===== src/rtl/conv_sequencer.sv =====
// conv_sequencer
// Control sequencer for one full convolution pass over NK kernels:
// filter load, image-buffer load, then for every output window and kernel a
// clear / accumulate / write loop, with a one-cycle image shift between
// windows. Memory reads are paced by mem_gnt and result writes by out_ready.
// All outputs are decoded from registered state and counters; the only
// input-to-output paths are the two buffer write strobes, which qualify the
// current load state with mem_gnt.

module conv_sequencer #(
  parameter  int NK   = 4,   // kernels per pass (>= 1)
  parameter  int FR   = 4,   // filter words per kernel
  parameter  int IR   = 16,  // image rows loaded before compute
  parameter  int TAPS = 16,  // MAC cycles per window
  parameter  int NWIN = 8,   // output windows per pass
  parameter  int AW   = 10,  // memory address width
  localparam int RMAX = (FR > IR) ? FR : IR,
  localparam int KW   = (NK   > 1) ? $clog2(NK)   : 1,
  localparam int RW   = (RMAX > 1) ? $clog2(RMAX) : 1,
  localparam int TW   = (TAPS > 1) ? $clog2(TAPS) : 1,
  localparam int WW   = (NWIN > 1) ? $clog2(NWIN) : 1
) (
  input  logic          clk,
  input  logic          rst,
  input  logic          start,
  input  logic          mem_gnt,
  input  logic          out_ready,
  output logic          mem_rd,
  output logic [AW-1:0] mem_addr,
  output logic          fbuf_we,
  output logic          img_we,
  output logic [KW-1:0] buf_kernel,
  output logic [RW-1:0] buf_row,
  output logic          acc_clr,
  output logic          mac_en,
  output logic [TW-1:0] mac_tap,
  output logic          shift,
  output logic          out_valid,
  output logic [WW-1:0] out_win,
  output logic          busy,
  output logic          done
);

  typedef enum logic [2:0] {
    S_IDLE,
    S_LDF,
    S_LDI,
    S_CLR,
    S_MAC,
    S_WR,
    S_SLIDE,
    S_DONE
  } state_t;

  // Terminal counts, sized to the counters they are compared against.
  localparam logic [KW-1:0] K_LAST  = KW'(NK - 1);
  localparam logic [RW-1:0] R_FLAST = RW'(FR - 1);
  localparam logic [RW-1:0] R_ILAST = RW'(IR - 1);
  localparam logic [TW-1:0] T_LAST  = TW'(TAPS - 1);
  localparam logic [WW-1:0] W_LAST  = WW'(NWIN - 1);

  state_t        state;
  logic [KW-1:0] k;
  logic [RW-1:0] r;
  logic [TW-1:0] t;
  logic [WW-1:0] w;
  logic [AW-1:0] addr;

  // Sequencer state and loop counters; every counter advances only on the
  // event that consumes it (grant, tap, handshake, slide).
  always_ff @(posedge clk) begin
    // NOTE: reset is synchronous, so it lives inside the clocked branch and
    // is only seen on a rising edge; a mid-pass reset simply drops to IDLE.
    if (rst) begin
      // NOTE: non-blocking assignments throughout, so every branch reads the
      // pre-edge counter values regardless of statement order.
      state <= S_IDLE;
      k     <= '0;
      r     <= '0;
      t     <= '0;
      w     <= '0;
      addr  <= '0;
    end else begin
      case (state)
        S_IDLE: begin
          if (start) begin
            k     <= '0;
            r     <= '0;
            t     <= '0;
            w     <= '0;
            addr  <= '0;
            state <= S_LDF;
          end
        end

        S_LDF: begin
          if (mem_gnt) begin
            addr <= addr + AW'(1);
            if (r == R_FLAST) begin
              r <= '0;
              if (k == K_LAST) begin
                k     <= '0;
                state <= S_LDI;
              end else begin
                k <= k + KW'(1);
              end
            end else begin
              r <= r + RW'(1);
            end
          end
        end

        S_LDI: begin
          if (mem_gnt) begin
            addr <= addr + AW'(1);
            if (r == R_ILAST) begin
              r     <= '0;
              state <= S_CLR;
            end else begin
              r <= r + RW'(1);
            end
          end
        end

        S_CLR: state <= S_MAC;

        S_MAC: begin
          if (t == T_LAST) begin
            t     <= '0;
            state <= S_WR;
          end else begin
            t <= t + TW'(1);
          end
        end

        S_WR: begin
          if (out_ready) begin
            if (k != K_LAST) begin
              k     <= k + KW'(1);
              state <= S_CLR;
            end else if (w != W_LAST) begin
              k     <= '0;
              state <= S_SLIDE;
            end else begin
              state <= S_DONE;
            end
          end
        end

        S_SLIDE: begin
          w     <= w + WW'(1);
          state <= S_CLR;
        end

        // Indices return to zero so IDLE always presents a clean state;
        // addr is deliberately kept until the next start.
        S_DONE: begin
          k     <= '0;
          r     <= '0;
          t     <= '0;
          w     <= '0;
          state <= S_IDLE;
        end

        default: state <= S_IDLE;
      endcase
    end
  end

  // Moore output decode: each index is driven only in the states that use it.
  always_comb begin
    // NOTE: every output gets a default before the case, so no state can
    // leave one unassigned and infer a latch.
    mem_rd     = 1'b0;
    fbuf_we    = 1'b0;
    img_we     = 1'b0;
    buf_kernel = '0;
    buf_row    = '0;
    acc_clr    = 1'b0;
    mac_en     = 1'b0;
    mac_tap    = '0;
    shift      = 1'b0;
    out_valid  = 1'b0;
    out_win    = '0;
    done       = 1'b0;
    busy       = (state != S_IDLE);
    mem_addr   = addr;

    case (state)
      S_LDF: begin
        mem_rd     = 1'b1;
        fbuf_we    = mem_gnt;
        buf_kernel = k;
        buf_row    = r;
      end
      S_LDI: begin
        mem_rd  = 1'b1;
        img_we  = mem_gnt;
        buf_row = r;
      end
      S_CLR: acc_clr = 1'b1;
      S_MAC: begin
        mac_en     = 1'b1;
        mac_tap    = t;
        buf_kernel = k;
      end
      S_WR: begin
        out_valid  = 1'b1;
        buf_kernel = k;
        out_win    = w;
      end
      S_SLIDE: shift = 1'b1;
      S_DONE:  done  = 1'b1;
      default: ;
    endcase
  end

endmodule

===== config.mk =====
export PLATFORM = sky130hd
export DESIGN_NAME = conv_sequencer
export DESIGN_NICKNAME = d
export VERILOG_FILES = /design/src/rtl/conv_sequencer.sv
export SDC_FILE = /design/constraint.sdc
export NUM_CORES = 1
export LEC_CHECK = 0
export BUFFER_PORTS_ARGS = -buffer_cell sky130_fd_sc_hd__clkbuf_2
export CAP_MARGIN = 20
export CORE_UTILIZATION = 55
export CTS_BUF_LIST = sky130_fd_sc_hd__clkbuf_4 sky130_fd_sc_hd__clkbuf_8
export DETAILED_ROUTE_END_ITERATION = 8
export PLACE_DENSITY_LB_ADDON = 0.1
export SYNTH_ARGS = -nofsm -noshare
export SYNTH_HDL_FRONTEND = slang
export SYNTH_SLANG_ARGS = --single-unit

===== constraint.sdc =====
create_clock -name clk -period 5 [get_ports clk]
set_input_delay 0.25 -clock clk [delete_from_list [all_inputs] [get_ports clk]]
set_output_delay 0.25 -clock clk [all_outputs]
set_load 0.05 [all_outputs]

==> results of run 1 <==
## cell usage in the layout (no fill, tap or decap), types with 3 or more instances in the layout
cell / n
nor3b_1: 5
a21oi_1: 14
inv_1: 6
and2_1: 8
nand2_1: 13
or3_1: 4
nor2b_1: 3
a22oi_1: 4
nor3_1: 6
or4_1: 5
mux2i_1: 5
ha_1: 6
clkbuf_4: 3
clkbuf_2: 36
o21ai_0: 7
dfxtp_1: 26
nand3b_1: 3
and3_1: 6
nor2_1: 14
nand3_1: 9
o31ai_1: 3
## power by group through the flow
stage | logic (mW) | registers (mW) | clock network (mW)
after floorplan | 0.0475 | 0.218 | 0
after global placement | 0.0548 | 0.220 | 0
after detailed placement | 0.0565 | 0.221 | 0
after CTS | 0.0567 | 0.216 | 0.153
after global routing | 0.0618 | 0.217 | 0.158
final | 0.0573 | 0.216 | 0.148
## layer usage
layer,part of all wire (%),up-vias
met1,43,726
met4,2.4,0
li1,-,778
met2,50,58
met3,4.9,12
met5,0,-
## worst max-delay path: stages, from the launching register on
cell and delay (ps):
dfxtp_1 810, inv_1 320, nor3_1 430, and2_1 190
clkbuf_2 270
## stage by stage
stage,util (%),hold slack (ps),power (mW),setup WS (ps)
3_3_place_gp,63.9,458,0.275,2870
4_1_cts,65.8,351,0.426,2410
2_1_floorplan,-,427,0.266,2140
6_report,65.8,369,0.421,2400
3_5_place_dp,63.9,479,0.277,2690
5_1_grt,65.8,382,0.437,2220
## registers in the layout, indices dropped and copies added, names as in the netlist
name      cells
k             2
state         3
w             3
r             4
mem_addr     10
t             4
## final cells by class
| cell class | instances | area (µm²) |
|---|---|---|
| Tap cell | 31 | 38.8 |
| Inverter | 6 | 22.5 |
| Sequential cell | 26 | 520 |
| Multi-Input combinational cell | 149 | 1000 |
| Clock buffer | 3 | 22.5 |
| Timing Repair Buffer | 36 | 180 |
| Clock inverter | 1 | 30.0 |
| Fill cell | 244 | 942 |
## final timing paths
path	end	cells after the start
max	out_win[1]	4
min	t[3]	2
max reg2reg	state[0]	4
min reg2reg	mem_addr[9]	2
## kinds of logic (layout without fill, tap and decap cells)
kind of cell | count (synthesis) | after routing
simple gates | 89 | 89
compound gates | 46 | 46
mux | 6 | 6
xor+xnor | 2 | 2
buf+inv | 16 | 46
fa+ha+maj | 6 | 6
flops | 26 | 26
==> flow_summary.toml, run 1 <==
[run_status]
status = "finished clean"

[setup_path]
cp-end-kind = "primary output"
reg2reg_slack_ps = 2620
critical_path_arrival_ps = 2350
r2r_start = "state[1]"
startpoint = "state[2]"
path_max_fanout = 22
start_kind = "register"
critPathKind = "reg -> out"
required_ps = 4750

[yosys]
yosysMostFrequentCell = "dfxtp_1"
muxShareOfSynthArea_pct = 3.83
synth_compound_area_share_pct = 19.5
synthFlopType = "dfxtp_1"
seq_area_frac_synth_pct = 32.5
synth_nets = 202
synth_top_area_share_pct = 32.5
ys_seq_elements = 26
synthXorXnorAreaFrac_pct = 1.56
synthSimpleGateAreaFrac_pct = 33.0
synth_top_area_cell = "dfxtp_1"
synth_area_leaders = "dfxtp_1, ha_1, a21oi_1, nor2_1, and2_1"
synth-async-reset-ratio_pct = 0
synth_area_mm2 = 0.00160
syn_inst = 191
synth.distinct_cells = 53
synth_top_family_by_area = "simple AND/OR/NAND/NOR gates"
postSynthAreaPerCell_um2 = 8.39
synth_fa_ha_area_share_pct = 4.69
synth_commonest_cells = "dfxtp_1, a21oi_1, nor2_1"
synth_enable_flop_cells = 0
synth_warnings = 0

[placed_design]
port-buffer-count = 36
place_area_mm2 = 0.00176
placed_cells = 248
place.gp.congestion = 0.869
hpwl_um = 2840

[clock_network]
numClockSinks = 26
cts_tree = "yes"
hold_buffers = 0
cts.path.max_buffers = 2
numCtsBuffers = 3
htree_levels = 1
clk_pin_slew_ps = 150
clkLatencyLatePin_ps = 330
post_cts_buffers = 0
cts_resized = 0
root_buffer = "clkbuf_4"

[global_route]
top_usage_layer = "met2"
antenna_found_initial = 0
grt_use_total_pct = 27.0
grt_pass1_vias = 1464
grt_pass1_wl_um = 6760
met1_usage_pct = 34.2
globalRouteOverflowTotal = 0
grt_max_degree = 23
grt_util_met3_pct = 3.02
grtUsageMet2_pct = 45.9

[route]
drt_iter0_drc = 71
viasPerCell = 6.25
drc = 0
avgRoutedWirePerCell_um = 15.5
drtAntennaViolNets = 0
routed_wl_um = 3910
first_pass_iters = 4
vias = 1574

[cells_and_area]
layoutNonFillerInstCount = 252
final_area_mm2 = 0.00182
layout.nets = 233
area_delta_synth_final_pct = 13.4
antenna_cells = 0
layout-drive-gt1-share_pct = 20.4

[sta]
skew_ps = 3.13
hold_viol = 0
finalSetupViolations = 0
fin_crit_sh_pct = 52.0
fmax_ghz = 0.385
min_period_ps = 2600
rsz0062_at_grt = "no"
worst_slew_pin_slew_ps = 873
setup_tns_ps = 0
drv_slew = 0
slew_headroom_pct = 41.3

[floorplanning]
rows = 19
io_pins = 37
core-area_mm2 = 0.00276
fp.dieW_um = 56.0
initial_core_util_pct = 58.1
dieArea_mm2 = 0.00313
die_h_um = 56.0

[pwr]
swShare_pct = 26.6
p_seq_share_pct = 51.4
p_switching_uw = 112
irDropWorstVdd_uv = 168
internal_power_uw = 309
p_leak_nw = 0.742
power.density_mw_per_mm2 = 232
pwr-share-clk_pct = 35.0
combPwrFrac_pct = 13.6

[run]
maxCapViolations = 0

[min_path]
min-delay-start = "rst"
worstHoldPathType = "in -> reg"
Note: power is estimated with default switching activity, not from simulation.
==> run 2: changes to the inputs <==
clock period = 2.5 ns   (was 5 ns; I/O delays follow)
==> run 2 against run 1 <==
Effect of this change:
- total power up 100%
- sequential power grew 100%
- cell count increased by 0.79%
- largest cell class unchanged
- largest power group unchanged
- highest routed layer unchanged
==> flow_summary.toml, run 2 (synthesis results as in run 1) <==
[sta]
finalSetupViolations = 0
fmax_ghz = 0.428
hold_viol = 0
worst_slew_pin_slew_ps = 741
drv_slew = 0
whs_ps = 249
rsz0062_at_grt = "no"
setup_tns_ps = 0
fin_crit_sh_pct = 93.4
skew_ps = 2.91
min_period_ps = 2330
slew_headroom_pct = 50.5
timing.final.ws_setup_ps = 166

[clock_network]
cts.path.max_buffers = 2
cts_tree = "yes"
clkLatencyLatePin_ps = 330
numCtsBuffers = 3
root_buffer = "clkbuf_4"
numClockSinks = 26
cts_resized = 0
htree_levels = 1
hold_buffers = 0
clk_pin_slew_ps = 150
post_cts_buffers = 0

[setup_path]
cp_cell_sequence = "inv_1 > nor3_2 > and2_1 > clkbuf_2"
critPathKind = "reg -> out"
cp_slowest_cell = "dfxtp_1"
endpoint = "out_win[0]"
cp_slowest_stage_delay_ps = 780
cp-end-kind = "primary output"
startpoint = "state[0]"
reg2reg_to = "mem_addr[6]"
required_ps = 2380
ff2ff_path_depth = 4
path_max_fanout = 18
start_kind = "register"
r2r_start = "state[1]"
reg2reg_slack_ps = 320
critical_path_arrival_ps = 2210

[cells_and_area]
layout.nets = 235
multi_input_area_mm2 = 0.00102
nFillCells = 257
final_common_cell = "clkbuf_2"
regArea_um2 = 520
layout-drive-gt1-share_pct = 22.4
area_delta_synth_final_pct = 15.3
largest_register_ffs = 10
layout_common_cells = "clkbuf_2, dfxtp_1, nor2_1, a21oi_1, nand2_1"
antenna_cells = 0
final_core_util_pct = 67.0

[pwr]
p_switching_uw = 226
power.density_mw_per_mm2 = 458
internal_power_uw = 620
p_leak_nw = 0.757
combPwrFrac_pct = 13.8
irDropWorstVdd_uv = 330
pwr-share-clk_pct = 35.1
swShare_pct = 26.7
p_seq_share_pct = 51.2

[route]
routed_wl_um = 3740
viasPerCell = 6.11
drtAntennaViolNets = 0
drc = 0
drt_iter0_drc = 46
avgRoutedWirePerCell_um = 14.7
vias = 1553
first_pass_iters = 4

[floorplanning]
rows = 19
fp.dieW_um = 56.0
io_pins = 37
dieArea_mm2 = 0.00313
initial_core_util_pct = 58.1
core-area_mm2 = 0.00276
die_h_um = 56.0

[placed_design]
port-buffer-count = 36
place.gp.congestion = 0.863
hpwl_um = 2810
dp_slack_ps = 370

[global_route]
grt_max_degree = 23
antenna_found_initial = 0
grt_pass1_vias = 1424
grt_pass1_wl_um = 6300
grt_use_total_pct = 25.1
globalRouteOverflowTotal = 0

[run_status]
status = "finished clean"

[min_path]
worstHoldPathType = "in -> reg"

[run]
maxCapViolations = 0
## run 2: cell types whose count changed in the layout (fill, tap and decap cells not counted), sizes merged
cell	delta
buf	+2
## run 2: through the flow
step	cells	total power [mW]	cell area [µm²]
global route	254	0.871	1850
floorplan	191	0.533	1620
CTS	254	0.848	1850
detailed placement	250	0.558	1790
finish	254	0.846	1850
global placement	250	0.553	1790
## run 2: metal layers
layer  global-route usage [%]  wire length [µm]
met5                        0                 0
met4                     11.5                87
met3                     2.33               116
met2                     42.9              1870
met1                     32.1              1670
## run 2: power groups by stage
stage          logic, mW  clock network, mW  registers [mW]
5_1_grt            0.127              0.309           0.434
3_5_place_dp       0.116                  0           0.441
2_1_floorplan     0.0962                  0           0.436
4_1_cts            0.116              0.300           0.432
3_3_place_gp       0.112                  0           0.441
6_report           0.117              0.297           0.433
## run 2: final cells by class
class | instances | area share (%)
timing repair buffer | 38 | 10.6
inverter | 6 | 1.22
clock inverter | 1 | 1.63
multi-input combinational | 149 | 55.1
tap | 31 | 2.10
sequential | 26 | 28.2
clock buffer | 3 | 1.22
## run 2: how the worst min path moves through the flow
stage	cells past startpoint	endpoint	slack (ps)	startpoint
2_1_floorplan	2	mem_addr[4]	300	rst
3_3_place_gp	2	mem_addr[9]	460	mem_addr[9]
6_report	2	t[3]	250	rst
4_1_cts	2	r[0]	230	rst
5_1_grt	2	r[0]	290	rst
3_5_place_dp	2	mem_addr[9]	480	mem_addr[9]
## run 2: worst max-delay path, delay by kind of cell, from the launching register on
| family | cells | cell delay, ps |
|---|---|---|
| AND/OR/NAND/NOR | 2 | 500 |
| buffers and inverters | 2 | 590 |
| flip-flops | 1 | 780 |
==> run 3: changes to the inputs <==
ABC_AREA = 1   (was default)
==> run 3 against run 2 <==
Effect of this change:
- the run now ends with design-rule violations left
- register-to-register slack better by 560 ps
- combinational power grew to 10 times the previous value
- clock-buffer cell count stayed put
- via count is 18% higher
- first-iteration DRC count up 110%
- synthesized area rose by 6.4%
- synthesized cell count increased by 48%
- sequential cell count unchanged
- largest cell class unchanged
- highest routed layer unchanged
==> flow_summary.toml, run 3 <==
[run_status]
status = "finished, violations left"
violations = "design-rule violations"

[setup_path]
cp_slowest_stage_delay_ps = 580
endpoint = "buf_row[3]"
r2r_start = "state[2]"
crit_family = "simple AND/OR/NAND/NOR gates"
startpoint = "state[0]"
crit_cells = 7
cp_cell_sequence = "nand2_1 > nor2_2 > inv_2 > nand2_4 > inv_2 > nor2_1 > clkbuf_2"
worst-path-buf-inv = 3
critical_path_arrival_ps = 1940
cp_slowest_cell = "dfxtp_1"
path_max_fanout = 12
critPathKind = "reg -> out"
cpMostUsedCell = "inv_2"
reg2reg_slack_ps = 880
cp-end-kind = "primary output"
required_ps = 2380
ff2ff_path_depth = 7
reg2reg_to = "state[1]"
start_kind = "register"

[cells_and_area]
final_common_cell = "nand2_1"
layout-drive-gt1-share_pct = 17.2
antenna_cells = 0
regArea_um2 = 520
largest_register_ffs = 10
nFillCells = 284
layout_common_cells = "nand2_1, nor2_1, inv_1, clkbuf_2, nand3_1"
multi_input_area_mm2 = 0.00100
layout.nets = 331
area_delta_synth_final_pct = 14.6

[route]
vias = 1837
viasPerCell = 5.25
avgRoutedWirePerCell_um = 11.1
drt_iter0_drc = 97
drc = 2
first_pass_iters = 6
drtAntennaViolNets = 0
routed_wl_um = 3890

[placed_design]
hpwl_um = 2930
dp_slack_ps = 846
place.gp.congestion = 0.890
port-buffer-count = 36

[sta]
setup_tns_ps = 0
fmax_ghz = 0.484
finalSetupViolations = 0
drv_slew = 0
worst_slew_pin_slew_ps = 405
rsz0062_at_grt = "no"
skew_ps = 6.95
hold_viol = 0
slew_headroom_pct = 73.0
min_period_ps = 2060
whs_ps = 159
fin_crit_sh_pct = 82.6
timing.final.ws_setup_ps = 436

[global_route]
antenna_found_initial = 0
grt_pass1_vias = 1499
grt_max_degree = 16
grt_pass1_wl_um = 6330
grt_use_total_pct = 24.0
globalRouteOverflowTotal = 0

[pwr]
pwr-share-clk_pct = 14.6
design_power_total_mw = 2.06
p_seq_share_pct = 27.6
swShare_pct = 53.4
p_leak_nw = 0.969
combPwrFrac_pct = 57.8
internal_power_uw = 958
irDropWorstVdd_uv = 874
power.density_mw_per_mm2 = 1050
p_switching_mw = 1.10

[yosys]
postSynthAreaPerCell_um2 = 6.04
synth_area_leaders = "dfxtp_1, nand2_1, nor2_1, nand3_1, inv_1"
synth_area_mm2 = 0.00170
synth_warnings = 0
synth_commonest_cells = "nand2_1, nor2_1, inv_1"
ys_seq_elements = 26
syn_inst = 282
synth_nets = 293
synth.distinct_cells = 22
synth_top_area_cell = "dfxtp_1"
synth-async-reset-ratio_pct = 0
synthFlopType = "dfxtp_1"
synth_top_area_share_pct = 30.5
yosysMostFrequentCell = "nand2_1"
seq_area_frac_synth_pct = 30.5
synth_enable_flop_cells = 0

[clock_network]
cts_tree = "yes"
post_cts_buffers = 0
hold_buffers = 0
cts_resized = 0
numClockSinks = 26
numCtsBuffers = 3
clk_pin_slew_ps = 160
cts.path.max_buffers = 2
htree_levels = 1
root_buffer = "clkbuf_4"
clkLatencyLatePin_ps = 340

[floorplanning]
io_pins = 37
fp.dieW_um = 57.7
rows = 19
initial_core_util_pct = 59.7
die_h_um = 57.7
dieArea_mm2 = 0.00333
core-area_mm2 = 0.00285

[min_path]
worstHoldPathType = "in -> reg"

[run]
maxCapViolations = 0
==> run 3: changes by cell type in the layout (fill, tap and decap cells not counted), sizes merged, moves of 6 or more <==
cell   change
nand2     +61
nor2      +41
inv       +35
nand3     +25
a21oi     +11
and2       -8
and3       -6
==> run 3: stage by stage <==
| step | instance area, µm² | instances | util, % |
|---|---|---|---|
| floorplan | 1700 | 282 | - |
| detailed placement | 1900 | 346 | 66.6 |
| CTS | 1950 | 350 | 68.5 |
| finish | 1950 | 350 | 68.5 |
| global route | 1950 | 350 | 68.5 |
| global placement | 1900 | 346 | 66.6 |
==> run 3: cells by family (layout without fill, tap and decap cells) <==
family | after synthesis | count (layout) | share of synthesized area, %
xor+xnor | 1 | 1 | 0.514
compound gates | 31 | 31 | 9.10
fa+ha+maj | 6 | 6 | 4.41
simple gates | 173 | 173 | 44.9
flops | 26 | 26 | 30.5
buf+inv | 45 | 82 | 10.6
==> run 3: final cells by class <==
type | count | area share (%)
multi-input cells | 211 | 51.4
flip-flops and latches | 26 | 26.6
repair buffers | 36 | 9.22
inverters | 42 | 8.07
well taps | 31 | 1.99
clock inverters | 1 | 1.54
clock buffers | 3 | 1.15
==> run 3: worst min-delay path by stage <==
stage | from | to | slack, ps | cells after the start
after global routing | rst | t[0] | 160 | 2
after floorplan | rst | mem_addr[6] | 190 | 1
after detailed placement | t[1] | t[1] | 480 | 2
after CTS | rst | mem_addr[3] | 160 | 2
after global placement | t[1] | t[1] | 470 | 2
final | rst | mem_addr[6] | 160 | 2
==> run 3: metal layers <==
metal,GRT usage (%),vias up,share of wire [%]
met5,0,-,0
met3,2.01,5,4.8
met4,8.16,0,1.2
li1,-,970,-
met1,33.5,807,50
met2,39.2,55,44
==> run 3: power groups by stage <==
stage	registers (mW)	logic (mW)	clock network (mW)
2_1_floorplan	0.555	0.984	0
3_3_place_gp	0.571	1.17	0
3_5_place_dp	0.573	1.17	0
4_1_cts	0.564	1.18	0.305
5_1_grt	0.580	1.31	0.321
6_report	0.567	1.19	0.300
==> run 3: worst reg2reg max path, delay by kind of cell (launching register included) <==
family,cells,cell delay [ps]
simple gates,7,940
flops,1,600
